==> config.mk <==
export PLATFORM = sky130hd
export DESIGN_NAME = fifo_flush_sched
export DESIGN_NICKNAME = d
export VERILOG_FILES = /design/src/rtl/fifo_flush_pkg.sv /design/src/rtl/fifo_flush_sched.sv
export SDC_FILE = /design/constraint.sdc
export NUM_CORES = 1
export LEC_CHECK = 0
export CAP_MARGIN = 10
export CELL_PAD_IN_SITES_DETAIL_PLACEMENT = 1
export CELL_PAD_IN_SITES_GLOBAL_PLACEMENT = 1
export CORE_AREA = 2 2 50 64
export DETAILED_ROUTE_END_ITERATION = 12
export DIE_AREA = 0 0 52 66
export GPL_ROUTABILITY_DRIVEN = 0
export PLACE_DENSITY = 0.82
export REMOVE_ABC_BUFFERS = 1
export SYNTH_ARGS = -nofsm -noshare
export SYNTH_HDL_FRONTEND = slang
export SYNTH_SLANG_ARGS = --single-unit
==> constraint.sdc <==
create_clock -name clk -period 2.7 [get_ports clk]
set_clock_uncertainty 0.15 [all_clocks]
set_input_delay 0.675 -clock clk [delete_from_list [all_inputs] [get_ports clk]]
set_output_delay 0.675 -clock clk [all_outputs]
set_load 0.01 [all_outputs]
==> src/rtl/fifo_flush_pkg.sv <==
// fifo_flush_pkg
//   Shared types and defaults for the FIFO flush scheduler.
//   - state_t   : scheduler FSM states (3-bit encoding)
//   - cnt_width : width of the single shared phase counter
//   - DEF_*     : default phase lengths
package fifo_flush_pkg;

    typedef enum logic [2:0] {
        ST_IDLE    = 3'd0,
        ST_ASSERT  = 3'd1,
        ST_WAIT_HI = 3'd2,
        ST_WAIT_LO = 3'd3,
        ST_SETTLE  = 3'd4,
        ST_DONE    = 3'd5
    } state_t;

    localparam int DEF_PULSE_LEN  = 4;
    localparam int DEF_SETTLE_LEN = 8;
    localparam int DEF_TIMEOUT    = 256;

    // One counter serves every timed phase, so it must hold the largest
    // terminal value of the three.
    function automatic int cnt_width(input int pulse_len, input int settle_len,
                                     input int timeout);
        int m;
        m = pulse_len;
        if (settle_len > m) m = settle_len;
        if (timeout > m) m = timeout;
        return $clog2(m + 1);
    endfunction

endpackage

==> src/rtl/fifo_flush_sched.sv <==
// fifo_flush_sched
//   Write-clock-domain scheduler sharing the FIFO reset resource between
//   N_REQ flush requesters. Pending requests are coalesced into one flush,
//   a registered reset request is sent to the FIFO reset controller, the
//   returned write-side reset is tracked through its rise and fall, writes
//   are blocked meanwhile, and every served requester is acked.
//
// Ports
//   clk, rst        write clock; asynchronous active-high reset
//   flush_req       per-requester one-cycle request pulses
//   flush_ack       per-requester one-cycle ack pulses (DONE cycle)
//   flush_err       qualifies flush_ack: 1 = flush ended by timeout
//   busy            scheduler not idle
//   wr_block        writers must not push (ASSERT through DONE)
//   fifo_rst_req    registered reset request to the reset controller
//   fifo_rst_in     write-side reset returned by the controller
//   timeout_sticky  set on any timeout, cleared by clr_timeout
//   clr_timeout     clears timeout_sticky; a same-cycle set wins
//
// Request/ack protocol: a requester pulses its flush_req bit for one cycle
// and may not assume anything until its flush_ack bit pulses. The pulse is
// latched into a pending bit; the flush that captures it acks it exactly
// once. A request made while its bit is already being flushed is held for
// one further flush rather than merged into the running one.
module fifo_flush_sched
    import fifo_flush_pkg::*;
#(
    parameter int N_REQ      = 2,
    parameter int PULSE_LEN  = DEF_PULSE_LEN,
    parameter int SETTLE_LEN = DEF_SETTLE_LEN,
    parameter int TIMEOUT    = DEF_TIMEOUT,
    parameter bit AUTO_INIT  = 1'b1
) (
    input  logic             clk,
    input  logic             rst,
    input  logic [N_REQ-1:0] flush_req,
    output logic [N_REQ-1:0] flush_ack,
    output logic             flush_err,
    output logic             busy,
    output logic             wr_block,
    output logic             fifo_rst_req,
    input  logic             fifo_rst_in,
    output logic             timeout_sticky,
    input  logic             clr_timeout
);

    localparam int CW = cnt_width(PULSE_LEN, SETTLE_LEN, TIMEOUT);
    localparam logic [CW-1:0] PULSE_LAST   = CW'(PULSE_LEN - 1);
    localparam logic [CW-1:0] SETTLE_LAST  = CW'(SETTLE_LEN - 1);
    localparam logic [CW-1:0] TIMEOUT_LAST = CW'(TIMEOUT - 1);

    state_t           state_q, state_d;
    logic [CW-1:0]    cnt_q, cnt_d;
    logic [N_REQ-1:0] pending_q, pending_d;
    logic [N_REQ-1:0] active_q, active_d;
    logic             err_q, err_d;
    logic             auto_q, auto_d;
    logic             sticky_q, sticky_d;
    logic             rst_req_q, rst_req_d;
    logic             timeout_hit;

    always_comb begin
        state_d     = state_q;
        cnt_d       = cnt_q;
        pending_d   = pending_q | flush_req;
        active_d    = active_q;
        err_d       = err_q;
        auto_d      = auto_q;
        sticky_d    = sticky_q;
        timeout_hit = 1'b0;

        case (state_q)
            ST_IDLE: begin
                // fifo_rst_in rising here is an external reset and is ignored.
                if (pending_d != '0 || auto_q) begin
                    state_d   = ST_ASSERT;
                    cnt_d     = '0;
                    active_d  = pending_d;
                    pending_d = '0;
                    auto_d    = 1'b0;
                end
            end
            ST_ASSERT: begin
                if (cnt_q == PULSE_LAST) begin
                    state_d = ST_WAIT_HI;
                    cnt_d   = '0;
                end else begin
                    cnt_d = cnt_q + CW'(1);
                end
            end
            ST_WAIT_HI: begin
                if (fifo_rst_in) begin
                    state_d = ST_WAIT_LO;
                    cnt_d   = '0;
                end else if (cnt_q == TIMEOUT_LAST) begin
                    // Give up rather than re-pulse: the controller is stuck.
                    state_d     = ST_DONE;
                    cnt_d       = '0;
                    err_d       = 1'b1;
                    timeout_hit = 1'b1;
                end else begin
                    cnt_d = cnt_q + CW'(1);
                end
            end
            ST_WAIT_LO: begin
                if (!fifo_rst_in) begin
                    state_d = ST_SETTLE;
                    cnt_d   = '0;
                end else if (cnt_q == TIMEOUT_LAST) begin
                    state_d     = ST_DONE;
                    cnt_d       = '0;
                    err_d       = 1'b1;
                    timeout_hit = 1'b1;
                end else begin
                    cnt_d = cnt_q + CW'(1);
                end
            end
            ST_SETTLE: begin
                if (cnt_q == SETTLE_LAST) begin
                    state_d = ST_DONE;
                    cnt_d   = '0;
                end else begin
                    cnt_d = cnt_q + CW'(1);
                end
            end
            ST_DONE: begin
                state_d  = ST_IDLE;
                cnt_d    = '0;
                active_d = '0;
                err_d    = 1'b0;
            end
            default: begin
                state_d = ST_IDLE;
                cnt_d   = '0;
            end
        endcase

        // Clear first so that a timeout in the same cycle takes priority.
        if (clr_timeout) sticky_d = 1'b0;
        if (timeout_hit) sticky_d = 1'b1;

        // Decoded from the next state so the request leaves a flop directly.
        rst_req_d = (state_d == ST_ASSERT);
    end

    always_ff @(posedge clk or posedge rst) begin
        if (rst) begin
            state_q   <= ST_IDLE;
            cnt_q     <= '0;
            pending_q <= '0;
            active_q  <= '0;
            err_q     <= 1'b0;
            auto_q    <= AUTO_INIT;
            sticky_q  <= 1'b0;
            rst_req_q <= 1'b0;
        end else begin
            state_q   <= state_d;
            cnt_q     <= cnt_d;
            pending_q <= pending_d;
            active_q  <= active_d;
            err_q     <= err_d;
            auto_q    <= auto_d;
            sticky_q  <= sticky_d;
            rst_req_q <= rst_req_d;
        end
    end

    assign flush_ack      = (state_q == ST_DONE) ? active_q : '0;
    assign flush_err      = (state_q == ST_DONE) && err_q;
    assign busy           = (state_q != ST_IDLE);
    assign wr_block       = (state_q != ST_IDLE);
    assign fifo_rst_req   = rst_req_q;
    assign timeout_sticky = sticky_q;

endmodule

* Word level (Yosys, flattened, before mapping)
Cells that the tools add are included.
Storage, ports and cells: input port bits 6, register bits after elaboration 20, output and inout bits 7, word-level logic and storage cells 62
Cells by class: bitwise operators 1, reduce and logical (&&, ||, !) cells 11, $add $sub $neg 1, eq/ne operators 12, mux-type cells 29
Operators by type and width (count):
- 2-to-1 mux 9 bit | 6
- case mux 9 bit (5 select lines) | 1
- 2-to-1 mux 3 bit | 6
- case mux 3 bit (5 select lines) | 1
- adder 9 x 1 -> 9 bit (second input constant) | 1
- equality test 9 x 2 -> 1 bit (second input constant) | 1
- equality test 9 x 3 -> 1 bit (second input constant) | 1
- equality test 9 x 8 -> 1 bit (second input constant) | 1
- 2-to-1 mux 1 bit | 8
- 2-to-1 mux 2 bit | 4
- equality test 3 x 1 -> 1 bit (second input constant) | 2
- equality test 3 x 2 -> 1 bit (second input constant) | 2
- equality test 3 bit (second input constant) | 2
- != test 2 bit (second input constant) | 3
- nonzero test 2 bit | 3
- nonzero test 3 bit | 2
- case mux 2 bit (2 select lines) | 1
- AND reduction 2 bit | 2
- logical NOT 3 bit | 1
- case mux 1 bit (3 select lines) | 1
- AND reduction 3 bit | 1
- OR 2 bit | 1
- case mux 1 bit (2 select lines) | 1
- logical AND 1 bit | 1
- logical OR 1 bit | 1

* Depth between registers and ports, before layout
depth after elaboration 6, gate-level depth with buffers 11, depth with buffers taken out 10

* Worst setup path after synthesis
Ideal clock, no wire load.
path kind input to register, from input port flush_req[1], to register cnt_q[5], slack 0.643 ns, arrival time 1.843 ns, stages on the path 5, library setup time 0.064 ns, path through or2_1 or4_1 or2_1 o21ai_0 a21o_1
On the way: cells in the longest elaborated chain, start to end 4
Ends and longest elaborated chain:
- start, declared | RTL line fifo_flush_sched.sv:36 | input logic [N_REQ-1:0] flush_req,
- OR 2 bit | RTL line fifo_flush_sched.sv:65 | pending_d = pending_q | flush_req;
- nonzero test 2 bit | RTL line fifo_flush_sched.sv:75 | if (pending_d != '0 || auto_q) begin
- logical OR 1 bit | RTL line fifo_flush_sched.sv:75
- != test 2 bit (no source line)
- end signal, assigned | RTL line fifo_flush_sched.sv:158 | cnt_q <= cnt_d;
- end, declared | RTL line fifo_flush_sched.sv:53 | logic [CW-1:0] cnt_q, cnt_d;
No other way between the ends. A chain may end at the register's enable or synchronous reset.

* Final worst setup path
from register state_q[2], to output port wr_block
On the way: cells in the longest elaborated chain, start to end 1
Ends and longest elaborated chain:
- start, declared | RTL line fifo_flush_sched.sv:52 | state_t state_q, state_d;
- start signal, assigned | RTL line fifo_flush_sched.sv:157 | state_q <= state_d;
- nonzero test 3 bit | RTL line fifo_flush_sched.sv:171 | assign wr_block = (state_q != ST_IDLE);
- end, declared | RTL line fifo_flush_sched.sv:40 | output logic wr_block,
No other way between the ends.

==> flow_metrics.py <==
metrics = {
    "routing": {
        "routed_wire_length_per_instance_um": 15.6,
        "num_vias": 964,
        "post-route-drc-count": 0,
        "first_pass_iters": 4,
        "routed_wirelength_um": 2780,
        "viasPerCell": 5.42,
        "initialDrtViolationCount": 24,
        "drtAntennaViolNets": 0,
    },
    "clocking": {
        "hold_buffers": 0,
        "clock_latency_ns": 0.31,
        "worst_setup_hold_path_clk_slew_ns": 0.12,
        "cts.repair_timing.setup_buffer_count": 0,
        "cts_tree": "done",
        "max-clock-path-buffers": 2,
        "cts_sinks": 20,
        "cts-buffers-inserted": 3,
        "cts-htree-levels": 1,
        "cts_root_buffer_type": "clkbuf_4",
    },
    "timing": {
        "timing.final.crit_share_pct": 96.1,
        "setup_tns_ns": 0,
        "hold_violations": 0,
        "layout_setup_ws_ns": 0.107,
        "fmax_mhz": 386,
        "slew-limit-headroom_pct": 74.5,
        "tightest_slew_ns": 0.382,
        "rsz0062_at_grt": "false",
        "timing.final.max_slew_violations": 0,
        "period_needed_ns": 2.59,
        "setup-violations-final": 0,
    },
    "synthesis": {
        "syn_avg_cell_area_um2": 9.48,
        "synth_edf_count": 0,
        "synth_top_cell_by_area": "dfrtp_1",
        "async_reset_ff_share_pct": 100,
        "number_of_distinct_library_cells_after_synthesis": 36,
        "ys_seq_area_share_pct": 43.7,
        "synthFlopType": "dfrtp_1",
        "synthMostInstantiatedCell": "dfrtp_1",
        "synth_area_leaders": "dfrtp_1 (41%), nand2_1 (4.3%), nor2_1 (3.9%)",
        "yosys_warnings": 0,
        "synthesis.area_um2": 1150,
        "synthesis.instances": 121,
        "synth_top_cell_area_share_pct": 41.4,
        "synth_top_cells_by_count": "dfrtp_1 (19), nand2_1 (13), nor2_1 (12)",
        "flip_flop_and_latch_count_after_synthesis": 20,
    },
    "pwr": {
        "sequential_cell_fraction_of_total_power_pct": 33.0,
        "total_power_uw": 1300,
        "power.switching_fraction_pct": 41.4,
        "comb_power_share_pct": 52.9,
        "internal_power_uw": 760,
        "vdd.ir_drop.worst_mv": 0.357,
        "leakage_power_summed_over_all_cells_uw": 0.000614,
        "power.share.clock_pct": 14.1,
        "switching_power_uw": 538,
        "cellPowerDensity_nw_per_um2": 934,
    },
    "placement": {
        "detailed_place.area_um2": 1350,
        "buffers_on_ports": 12,
        "dp_cell_count": 174,
        "place.detailed.hpwl_um": 2120,
        "placement.setup.worst_slack_ns": 0.119,
    },
    "worst_setup_path": {
        "ws_path_type": "register to primary output",
        "worstSetupEndpointType": "primary output",
        "timing.critical_path.cells": "buf_4 > nor3_4 > inv_2 > clkdlybuf4s50_1",
        "critical_path.slowest_cell": "clkdlybuf4s50_1",
        "worst-endpoint-arrival_ns": 1.77,
        "path_buf_inv": 3,
        "path_delay_family": "buffers and inverters",
        "worstPathRequired_ns": 1.88,
        "startpoint_type": "register",
        "worst_path_largest_cell_delay_ns": 0.49,
        "critical_path.max_fanout": 9,
    },
    "cells_and_area": {
        "final-seq-area_um2": 502,
        "layout.cells.non_filler": 178,
        "multiInputGateArea_um2": 578,
        "syn2layout_area_growth_pct": 21.2,
        "fillers": 339,
        "final_net_count": 152,
        "diodes": 0,
        "final_area_um2": 1390,
        "proportion_of_layout_cells_with_a_drive_suffix_above_1_pct": 16.9,
    },
    "floorplanning": {
        "die-area_um2": 3430,
        "initial_core_util_pct": 40.5,
        "std_cell_rows": 22,
        "placeableCoreArea_um2": 2840,
        "floorplan.io_pins": 13,
        "die_h_um": 66,
        "die_width_um": 52,
    },
    "global_route": {
        "grt.total_usage_pct": 19.3,
        "largest_net_degree_at_the_start_of_global_routing": 21,
        "initial_antenna_violation_count": 0,
        "first_global_vias": 1062,
        "grt_overflow": 0,
        "first_pass_grt_wire_length_um": 4860,
    },
    "min_path": {
        "min_path_type": "register to register",
    },
    "run": {
        "cap_viol_max_count": 0,
    },
    "status": {
        "run_status": "completed",
    },
}
## registers in the layout, summed over array words and instances (netlist names)
register        count
auto_q              1
fifo_rst_req        1
timeout_sticky      1
active_q            2
pending_q           2
state_q             3
cnt_q               9
err_q               1
## layout by cell type (no fill, tap or decap), drive strengths merged, types with 4 or more instances in the layout
cell,count
buf,10
clkbuf,4
o21ai,11
nand2,13
nor2,12
clkdlybuf4s50,12
nor3,4
a21o,4
dfrtp,19
a21oi,5
and2,5
a22oi,4
inv,9
## worst paths after layout
| kind | startpoint | to | slack, ns | depth (start not counted) |
|---|---|---|---|---|
| worst max-delay path | state_q[2]$_DFF_PP0_ | wr_block | 0.11 | 4 |
| worst min-delay path | err_q$_DFFE_PP0P_ | err_q$_DFFE_PP0P_ | 0.38 | 2 |
| worst max register to register | cnt_q[0]$_DFFE_PP0P_ | cnt_q[6]$_DFFE_PP0P_ | 0.24 | 11 |
| worst min register to register | err_q$_DFFE_PP0P_ | err_q$_DFFE_PP0P_ | 0.38 | 2 |
| max in group asynchronous | rst | auto_q$_DFFE_PP1P_ | 1.59 | 3 |
| min in group asynchronous | rst | pending_q[0]$_DFF_PP0_ | 0.54 | 3 |
## through the flow
step	utilization, %	hold WS [ns]
finish	49.0	0.377
floorplan	-	0.304
global placement	47.5	0.330
CTS	48.8	0.376
global route	49.0	0.407
detailed placement	47.5	0.345
## routing by layer
metal | track usage (%) | part of all wire [%] | wire length (µm) | vias up
met4 | 8.55 | 2.7 | 76 | 0
met1 | 21.6 | 41 | 1130 | 481
li1 | - | - | - | 458
met5 | 0 | 0 | 0 | -
met2 | 35.4 | 54 | 1500 | 18
met3 | 2.26 | 2.6 | 71 | 7
## timing repair
action,4_1_cts,5_1_grt
setup endpoints to repair,0,6
resized for setup,0,2
endpoints found under the hold margin,0,0
## kinds of logic after synthesis
logic type | count (synthesis) | synth area share, %
AOI/OAI and AO/OA | 28 | 16.0
adders and majority gates | 4 | 4.14
and+or+nand+nor | 51 | 26.3
muxes | 2 | 1.74
buffers and inverters | 14 | 6.54
DFF | 20 | 43.7
xor gates and xnor gates | 2 | 1.53
## worst reg2reg max path: cells and delay by family, from the launching register on
family	cells	cell delay [ns]
AOI/OAI and AO/OA	3	0.47
and+or+nand+nor	3	0.46
DFF	1	0.44
adders and majority gates	2	0.46
buffers and inverters	3	0.39
## final cells by class
| cell class | instances | share of cell area [%] |
|---|---|---|
| Sequential cell | 20 | 36.1 |
| Tap cell | 36 | 3.24 |
| Timing Repair Buffer | 22 | 14.0 |
| Clock buffer | 4 | 2.61 |
| Multi-Input combinational cell | 87 | 41.6 |
| Inverter | 9 | 2.43 |
## power by group through the flow
| stage | logic [µW] | clock network (µW) | registers, µW |
|---|---|---|---|
| after global placement | 641 | 0 | 428 |
| after CTS | 689 | 190 | 429 |
| after floorplan | 374 | 0 | 459 |
| after detailed placement | 683 | 0 | 435 |
| final | 687 | 182 | 429 |
| after global routing | 761 | 201 | 440 |
(Power assumes the default switching activity.)
==> RTL edit (same settings) <==
Change the parameter `N_REQ` from 2 to 1.
--- a/src/rtl/fifo_flush_sched.sv
+++ b/src/rtl/fifo_flush_sched.sv
@@ -25,7 +25,7 @@
 module fifo_flush_sched
     import fifo_flush_pkg::*;
 #(
-    parameter int N_REQ      = 2,
+    parameter int N_REQ      = 1,
     parameter int PULSE_LEN  = DEF_PULSE_LEN,
     parameter int SETTLE_LEN = DEF_SETTLE_LEN,
     parameter int TIMEOUT    = DEF_TIMEOUT,
Interface: changed (resized flush_ack and flush_req); port bits go from 13 to 11. The function was not compared with the original's and may differ.
==> RTL edit against the unedited design <==
  * Count of clock-buffer cells in the layout unchanged
  * First-iteration DRC count down 83%
  * Setup slack better by 0.033 ns
  * Wire length down 9.2%
  * Design area down 11%
  * Via count down 6.0%
  * Area after synthesis down 9.3%
  * Sequential cell count down 2
  * Power down 15%
  * Sequential share of layout area up 0.41 points
  * Critical path type unchanged
==> RTL edit: results (changes against the unedited design) <==
[detailed_routing]
dr_wl_met3_um=44  ; was 71 um
route.met2.wl_mm=1.44  ; was 1.50 mm
avgViaCountPerCell=5.52  ; was 5.42
drtIter0Drc=4  ; was 24
met1_length_um=956  ; was 1.13 mm
wirelength_mm=2.52  ; was 2.78 mm
drt_first_pass_iters=2  ; was 4

[critical_path]
cp_slowest_stage_delay_ns=0.52  ; was 0.49 ns
r2r-start=cnt_q[0]  ; unchanged
reg2reg_slack_ns=0.26  ; was 0.24 ns
critPathMaxFanout=6  ; was 9
crit_end=flush_err  ; was wr_block
rr_endpoint=fifo_rst_req  ; was cnt_q[6]
worst_ep_arrival_time_ns=1.74  ; was 1.77 ns
r2r_cells=10  ; was 11

[cells_and_area]
fill_cells=348  ; was 339
nNetsFinal=137  ; was 152
final_cells=164  ; was 178
drive_above_1_share=0.133  ; was 0.169

[pwr]
leakage_nw=0.554  ; was 0.614 nW
vdd_ir_drop_max_mv=0.337  ; was 0.357 mV

[logic_synthesis]
synth_commonest_cells=dfrtp_1 (17), o21ai_0 (11), inv_1 (9), nand2_1 (9), nor3_1 (6)  ; was dfrtp_1 (19), nand2_1 (13), nor2_1 (12), inv_1 (8), o21ai_0 (8)
synth_area_leaders=dfrtp_1 (41%), o21ai_0 (5.3%), ha_1 (3.6%)  ; was dfrtp_1 (41%), nand2_1 (4.3%), nor2_1 (3.9%)
postSynthAreaPerCell_um2=9.13  ; was 9.48 um^2
seq_area_frac_synth=0.434  ; was 0.437

[global_routing]
grt_usage=0.172  ; was 0.193
grt_max_degree=19  ; was 21
grt_pass1_wl_mm=4.44  ; was 4.86 mm
gr-usage-met2=0.334  ; was 0.354
grt_use_met1=0.171  ; was 0.216
grt_pass1_vias=1026  ; was 1062
met3_usage=0.0204  ; was 0.0226

[placement]
dp_hpwl_mm=1.89  ; was 2.12 mm
port_buffers=10  ; was 12

[run_status]
outcome=finished, final reports clean  ; unchanged

[die]
start_util=0.367  ; was 0.405

[sta]
slew_headroom=0.521  ; was 0.745

[clock_network]
post_cts_resize_count=0  ; unchanged

-- RTL edit: kinds of logic (layout without fill, tap and decap cells) --
logic type | after synthesis | after routing | share of synthesized area
and+or+nand+nor | 43 | 43 | 0.230
buffers and inverters | 14 | 28 | 0.0637
xor gates and xnor gates | 3 | 3 | 0.0252
adders and majority gates | 4 | 4 | 0.0457
DFF | 18 | 18 | 0.434
AOI/OAI and AO/OA | 31 | 31 | 0.192
muxes | 1 | 1 | 0.00962
-- RTL edit: worst min path at each step --
| stage | startpoint | end | cells past startpoint |
|---|---|---|---|
| floorplan | cnt_q[1] | cnt_q[1] | 2 |
| global placement | cnt_q[0] | cnt_q[0] | 1 |
| detailed placement | auto_q | auto_q | 1 |
| CTS | auto_q | auto_q | 1 |
| global route | cnt_q[0] | cnt_q[0] | 1 |
| finish | auto_q | auto_q | 1 |
-- RTL edit: cell type report --
type | count | area, um^2 | area share
Multi-Input combinational cell | 82 | 533 | 0.431
Sequential cell | 18 | 452 | 0.365
Timing Repair Buffer | 15 | 138 | 0.111
Tap cell | 36 | 45.0 | 0.0364
Clock buffer | 4 | 36.3 | 0.0293
Inverter | 9 | 33.8 | 0.0273
-- RTL edit: metrics by stage --
stage | hold WS, ns | cell area, um^2 | setup slack (ns)
5_1_grt | 0.383 | 1240 | 0.0361
2_1_floorplan | 0.317 | 1010 | 0.536
6_report | 0.365 | 1240 | 0.140
3_3_place_gp | 0.332 | 1190 | 0.330
4_1_cts | 0.368 | 1230 | 0.0370
3_5_place_dp | 0.351 | 1190 | 0.188
-- RTL edit: report_power, final --
part	switching, mW	total (mW)	internal [mW]
Clock	0.0884	0.171	0.0823
Sequential	0.0541	0.382	0.328
Combinational	0.305	0.549	0.244
